`config.mk`:
```
export PLATFORM = sky130hd
export DESIGN_NAME = xor_scheduler
export DESIGN_NICKNAME = d
export VERILOG_FILES = /design/src/rtl/xor_sched_pkg.sv /design/src/rtl/xor_nand_cell.sv /design/src/rtl/xor_scheduler.sv
export SDC_FILE = /design/constraint.sdc
export NUM_CORES = 1
export LEC_CHECK = 0
export ABC_AREA = 1
export CAP_MARGIN = 20
export CELL_PAD_IN_SITES_DETAIL_PLACEMENT = 0
export CELL_PAD_IN_SITES_GLOBAL_PLACEMENT = 1
export CORE_ASPECT_RATIO = 0.9
export CORE_MARGIN = 4
export CORE_UTILIZATION = 31
export DETAILED_ROUTE_END_ITERATION = 10
export DONT_BUFFER_PORTS = 1
export PLACE_DENSITY_LB_ADDON = 0.05
export SYNTH_ARGS = -nofsm -noshare
export SYNTH_HDL_FRONTEND = slang
export SYNTH_SLANG_ARGS = --single-unit
```
`constraint.sdc`:
```
create_clock -name clk -period 1 [get_ports clk]
set_input_delay 0.15 -clock clk [delete_from_list [all_inputs] [get_ports clk]]
set_output_delay 0.15 -clock clk [all_outputs]
set_load 0.01 [all_outputs]
```
`src/rtl/xor_sched_pkg.sv`:
```
// xor_sched_pkg: state encoding and default width for the bit-serial xor scheduler
package xor_sched_pkg;
  localparam int W_DEF = 8;
  typedef enum logic [1:0] {
    IDLE = 2'd0,
    RUN  = 2'd1,
    DONE = 2'd2
  } state_t;
endpackage

```
`src/rtl/xor_nand_cell.sv`:
```
// xor_nand_cell: 1-bit xor built from four 2-input nands
module xor_nand_cell (
  input  logic x,
  input  logic y,
  output logic r
);
  logic n1, n2, n3;
  assign n1 = ~(x & y);
  assign n2 = ~(x & n1);
  assign n3 = ~(y & n1);
  assign r  = ~(n2 & n3);
endmodule

```
`src/rtl/xor_scheduler.sv`:
```
// xor_scheduler: two-requester arbiter feeding one shared 1-bit xor cell, LSB first over W cycles
module xor_scheduler
  import xor_sched_pkg::*;
#(
  parameter int W = W_DEF
) (
  input  logic         clk,
  input  logic         rst_n,
  input  logic         req0,
  input  logic [W-1:0] a0,
  input  logic [W-1:0] b0,
  input  logic         req1,
  input  logic [W-1:0] a1,
  input  logic [W-1:0] b1,
  output logic         ack0,
  output logic         ack1,
  output logic         busy,
  output logic         done,
  output logic         done_id,
  output logic [W-1:0] r
);
  localparam int CW = (W > 1) ? $clog2(W) : 1;
  localparam logic [CW-1:0] LAST = CW'(W - 1);
  state_t st, nxt;
  logic [W-1:0] sa, sb, acc;
  logic [CW-1:0] cnt;
  logic last, win, xb, take;
  // ties go to whoever was not served last; last resets to 1 so requester 0 wins first
  assign win  = (req0 & req1) ? ~last : req1;
  assign take = (st == IDLE) & (req0 | req1);
  xor_nand_cell u_xor (.x(sa[0]), .y(sb[0]), .r(xb));
  always_ff @(posedge clk or negedge rst_n)
    if (!rst_n) st <= IDLE;
    else st <= nxt;
  always_comb
    nxt = (st == IDLE) ? ((req0 | req1) ? RUN : IDLE)
        : (st == RUN)  ? ((cnt == LAST) ? DONE : RUN)
        : IDLE;
  always_ff @(posedge clk or negedge rst_n)
    if (!rst_n) begin
      ack0    <= 1'b0;
      ack1    <= 1'b0;
      busy    <= 1'b0;
      done    <= 1'b0;
      done_id <= 1'b0;
      r       <= '0;
      sa      <= '0;
      sb      <= '0;
      acc     <= '0;
      cnt     <= '0;
      last    <= 1'b1;
    end else begin
      ack0 <= take & ~win;
      ack1 <= take & win;
      busy <= nxt != IDLE;
      done <= st == DONE;
      if (take) begin
        sa      <= win ? a1 : a0;
        sb      <= win ? b1 : b0;
        cnt     <= '0;
        done_id <= win;
      end
      // result bits enter at the MSB so the first (LSB) bit lands at bit 0 after W shifts
      if (st == RUN) begin
        sa  <= sa >> 1;
        sb  <= sb >> 1;
        acc <= {xb, acc[W-1:1]};
        cnt <= cnt + 1'b1;
      end
      if (st == DONE) begin
        r    <= acc;
        last <= done_id;
      end
    end
endmodule

```
After elaboration in Yosys (flattened, before gate mapping)
Index checks and enable logic that the tools add are counted.
{ "word_totals": {"ff_bits": 43, "latchBits": 0, "ramBits": 0, "mem_bits_ro": 0, "inputBits": 36, "output_inout_bits": 13, "wordCells": 47, "memories": 0} }
{ "op_classes": {"n_addsub": 1, "mul": 0, "div_mod_pow": 0, "order_cmp": 0, "eq_ne": 3, "shift": 0, "muxes": 13, "bitwise": 15, "n_reduce_logical": 3} }
{ "op_table": {"columns": ["operator", "n"], "rows": [
  ["$mux W8", 6],
  ["$and A1 B1 Y1", 8],
  ["$mux W2", 3],
  ["$mux W3", 2],
  ["$not A1 Y1", 6],
  ["$reduce_bool A2 Y1", 2],
  ["$add A3 B1 Y3 const B", 1],
  ["$eq A3 B3 Y1 const B", 1],
  ["$eq A2 B1 Y1 const B", 1],
  ["$eq A2 B2 Y1 const B", 1],
  ["$logic_not A2 Y1", 1],
  ["$mux W1", 2],
  ["$or A1 B1 Y1", 1]
]} }

Longest topological paths before layout
{ "logic_depth": {"word_depth": 6, "ltp_mapped": 7} }

Modules after synthesis
A second synthesis with hierarchy kept.
{ "hier_totals": {"hier_cells": 243, "area_unflattened_um2": 2079.5} }
{ "by_module_without_submodules": {"columns": ["mod", "n_inst", "cells_per_inst", "area_per_inst_um2", "seq_area_each_um2"], "rows": [
  ["xor_scheduler", 1, 238, 2060.7, 1077.3],
  ["xor_nand_cell", 1, 5, 18.8, 0.0]
]} }

Worst setup path after synthesis
Ideal clock, no wire load.
{ "synth_timing": {"path_kind": "reg-to-reg", "from": "register last", "to": "register sa[0]", "setup_time_ns": 0.124, "t_arrival_ns": 0.953, "path_slack_ns": -0.077, "path_stages_with_launch": 7, "n_path_buf": 1, "synth_period_minus_slack_ns": 1.077, "path_cell_list": "dfstp_2 nand2_4 nand2_4 buf_8 nand2_1 nand3_1 nand3_1"} }
{ "synth_between": {"elab_chain_len": 5} }
{ "synth_rtl": {"columns": ["item", "line_no", "text"], "rows": [
  ["from (decl)", "xor_scheduler.sv:27", "logic last, win, xb, take;"],
  ["from (signal assigned)", "xor_scheduler.sv:72", "last <= done_id;"],
  ["$not A1 Y1", "xor_scheduler.sv:29", "assign win = (req0 & req1) ? ~last : req1;"],
  ["$mux W1", "xor_scheduler.sv:29", null],
  ["$mux W8", "xor_scheduler.sv:58", "sa <= win ? a1 : a0;"],
  ["$mux W8", "xor_scheduler.sv:57", "if (take) begin"],
  ["$mux W8", "xor_scheduler.sv:64", "if (st == RUN) begin"],
  ["to (signal assigned)", "xor_scheduler.sv:58", null],
  ["to (signal assigned)", "xor_scheduler.sv:65", "sa <= sa >> 1;"],
  ["to (decl)", "xor_scheduler.sv:25", "logic [W-1:0] sa, sb, acc;"]
]} }
Every way passes these cells. The select of a mux whose other input is x is not followed.
A chain may end at the register's enable or synchronous reset.

Worst setup path after layout
{ "layout_timing": {"from": "register last", "to": "register sb[6]"} }
{ "layout_between": {"elab_chain_len": 5} }
{ "layout_rtl": {"columns": ["item", "line_no", "text"], "rows": [
  ["$not A1 Y1", "xor_scheduler.sv:29", null],
  ["$mux W1", "xor_scheduler.sv:29", null],
  ["$mux W8", "xor_scheduler.sv:59", "sb <= win ? b1 : b0;"],
  ["$mux W8", "xor_scheduler.sv:57", null],
  ["$mux W8", "xor_scheduler.sv:64", null],
  ["to (signal assigned)", "xor_scheduler.sv:59", null],
  ["to (signal assigned)", "xor_scheduler.sv:66", "sb <= sb >> 1;"],
  ["to (decl)", "xor_scheduler.sv:25", null]
]} }
Every way passes these cells. The select of a mux whose other input is x is not followed.

==> out/metrics.cfg <==
[logic_synthesis]
syn_inst = 253
syn-num-nets = 291
yosys-top-cells-count = nand3_1, nand2_1, dfrtp_1, inv_1, o21ai_0
synth_edf_count = 0
yosysTopAreaCellShare_pct = 49.4
yosysTopAreaCell = dfrtp_1
ys_top_cells_by_area = dfrtp_1, nand3_1, nand2_1, inv_1, buf_6
yosysSeqAreaShare_pct = 50.6
ys_types = 22
ys_ff_latch = 43
post-synth-top-count-cell = nand3_1
syn_area_per_cell_um2 = 8.41
yosys_most_used_dff = dfrtp_1
synth.yosys.warnings = 0
synth_area_um2 = 2130
postSynth.asyncResetShare_pct = 100

[routing]
remaining_drc_errors = 0
drt_iter0_drc = 62
antenna_left = 0
wire_per_inst_um = 14.9
met3_length_um = 237
via_count = 1675
via_per_inst = 4.60
met2_length_um = 2550
drtPass1Iterations = 4
wl_met1_um = 2590
routed_wl_um = 5430
top_layer = met4

[layout]
area_growth_pct = 36.9
antenna_cells_inserted = 0
fill_cells = 699
finalNonFillerCells = 364
drive_above_1_share_pct = 39.4
final_area_um2 = 2910
nNetsFinal = 311
fin_util_pct = 44.0

[global_route]
grt_util_all_layers_pct = 13.7
grt_pass1_wl_um = 8490
grt_remaining_overflow = 0
grt_max_degree = 44
antenna_found_initial = 0
grt_pass1_vias = 1636

[clock_tree]
cts_buffer_depth = 2
cts_tree = built
clock_latency_ns = 0.30
cts_max_level = 2
cts_sinks = 43
clk_pin_slew_ns = 0.09
root_buffer = clkbuf_8
ctsHoldBuffers = 2
cts-buffers-inserted = 5

[setup_path]
worstSetupStartpointType = register
worst_ep_arrival_time_ns = 1.34
worstSetupPathType = reg2reg
cp_cell_sequence = nand2_4 > nand2_8 > buf_12 > nand2_1 > nand3_1 > nand3_1
cp.required_ns = 1.19
slowest_stage = dfstp_2
worstSetupEndpointType = register
worst_path_most_repeated_cell = nand3_1
critPathMaxStageDelay_ns = 0.56
crit_fanout = 6

[timing]
fin_skew_ns = 0.00734
drv_slew = 0
rsz0062_at_grt = yes
layout_min_cycle_time_ns = 1.15
fin_crit_sh_pct = 115
tightest_slew_ns = 0.288
fin_ws_ns = -0.152
hold_viol_final = 43
setup_viol = 32
whs_ns = -0.463
fmax_mhz = 868
slew-limit-headroom_pct = 80.7

[power]
leakage_nw = 1.46
peakVddDrop_v = 0.000889
switching_share_pct = 39.3
p_seq_share_pct = 38.6
total_power_mw = 7.66
powerDensity_nw_per_um2 = 2630
p_sw_mw = 3.01
clockPowerShare_pct = 14.4
internal_power_mw = 4.65
power_frac_comb_pct = 47.0

[place]
port_buffers = 0
place.detailed.hpwl_um = 3410
placed_cell_area_um2 = 2350
globalplace.congestion = 0.698
place_inst = 345

[worst_hold_path]
hold_path_class = in2async

[status]
outcome = finished, violations left
violations = hold timing, setup timing

[floorplanning]
start_util_pct = 32.1
die_area_um2 = 8260
coreArea_um2 = 6620
die_h_um = 86.6
die_w_um = 95.3
num_rows = 28
ios = 49

[job]
maxCapViolations = 0

==> flip-flops by register name, summed over array words and instances, names as in the netlist <==
name / flops
acc: 8
ack0: 1
ack1: 1
busy: 1
cnt: 3
done: 1
done_id: 1
last: 1
r: 8
sa: 8
sb: 8
st: 2
==> worst max-delay path: cells and delay by family, from the launching register on <==
family,cells,cell delay [ns]
flip-flops,1,0.56
buffers and inverters,1,0.13
AND/OR/NAND/NOR,5,0.35
==> final timing paths <==
check / start / to / slack, ns / depth (start not counted)
min reg2reg: acc[6] / acc[5] / 0.49 / 2
max: last / sb[6] / -0.15 / 6
min in group clk: a0[7] / sa[7] / 0.01 / 2
max reg2reg: last / sb[6] / -0.15 / 6
min: rst_n / sa[7] / -0.46 / 0
max in group asynchronous: rst_n / last / 1.28 / 0
==> per-layer routing <==
layer / up-vias / track usage, %
li1: 842 / -
met1: 795 / 19.2
met2: 31 / 20.2
met4: 0 / 4.33
met5: - / 0
met3: 7 / 4.17
==> power groups by stage <==
stage                     Sequential, mW  Clock [mW]  Combinational, mW
final                               2.96        1.10               3.60
after floorplan                     2.84           0               1.82
after global placement              2.94           0               2.44
after global routing                3.04        1.23               3.99
after detailed placement            2.94           0               2.47
after CTS                           2.94        1.16               3.34
==> placed cells by master, fill, tap and decap left out, types with 3 or more instances in the layout <==
master,synthesis,routed
buf_6,6,6
inv_2,3,4
nand3_2,0,26
buf_12,0,8
nand3_1,64,38
nand2_1,57,31
o21ai_2,6,8
o21ai_1,2,9
nor2_1,3,3
buf_4,1,4
dfrtp_1,42,41
nand2_8,0,4
nand2_2,1,15
inv_1,41,38
nand2_4,2,13
clkbuf_8,0,5
==> repair_timing <==
item                       in CTS  in global routing
buffers inserted                5                  0
pin swaps                       5                  7
cloned                          3                  3
setup endpoints to repair      42                 41
resized for setup              45                 54
hold endpoints to repair       45                 43
==> kinds of logic (layout without fill, tap and decap cells) <==
group	Yosys count	count (layout)	share of synthesized area [%]
flip-flops	43	43	50.6
buffers and inverters	57	75	13.2
adder cells (fa/ha/maj)	2	2	1.18
AND/OR/NAND/NOR	130	133	28.3
XOR/XNOR	1	1	0.412
AO/OA/AOI/OAI	20	20	6.29
==> cell type report <==
cell class                 count  area [um2]  share of cell area, %
tap                           90         113                   3.86
sequential                    43        1080                   37.0
multi-input combinational    156        1120                   38.3
clock buffer                   6        72.6                   2.49
clock inverter                 2        12.5                  0.429
timing repair buffer          23         348                   11.9
inverter                      44         173                   5.93
==> through the flow <==
step	setup TNS (ns)	worst slack (ns)
after global routing	-5.24	-0.222
after floorplan	-0.783	-0.0772
after CTS	-3.82	-0.157
after detailed placement	-2.96	-0.150
after global placement	-2.63	-0.150
final	-3.40	-0.152
(Power assumes the default switching activity.)
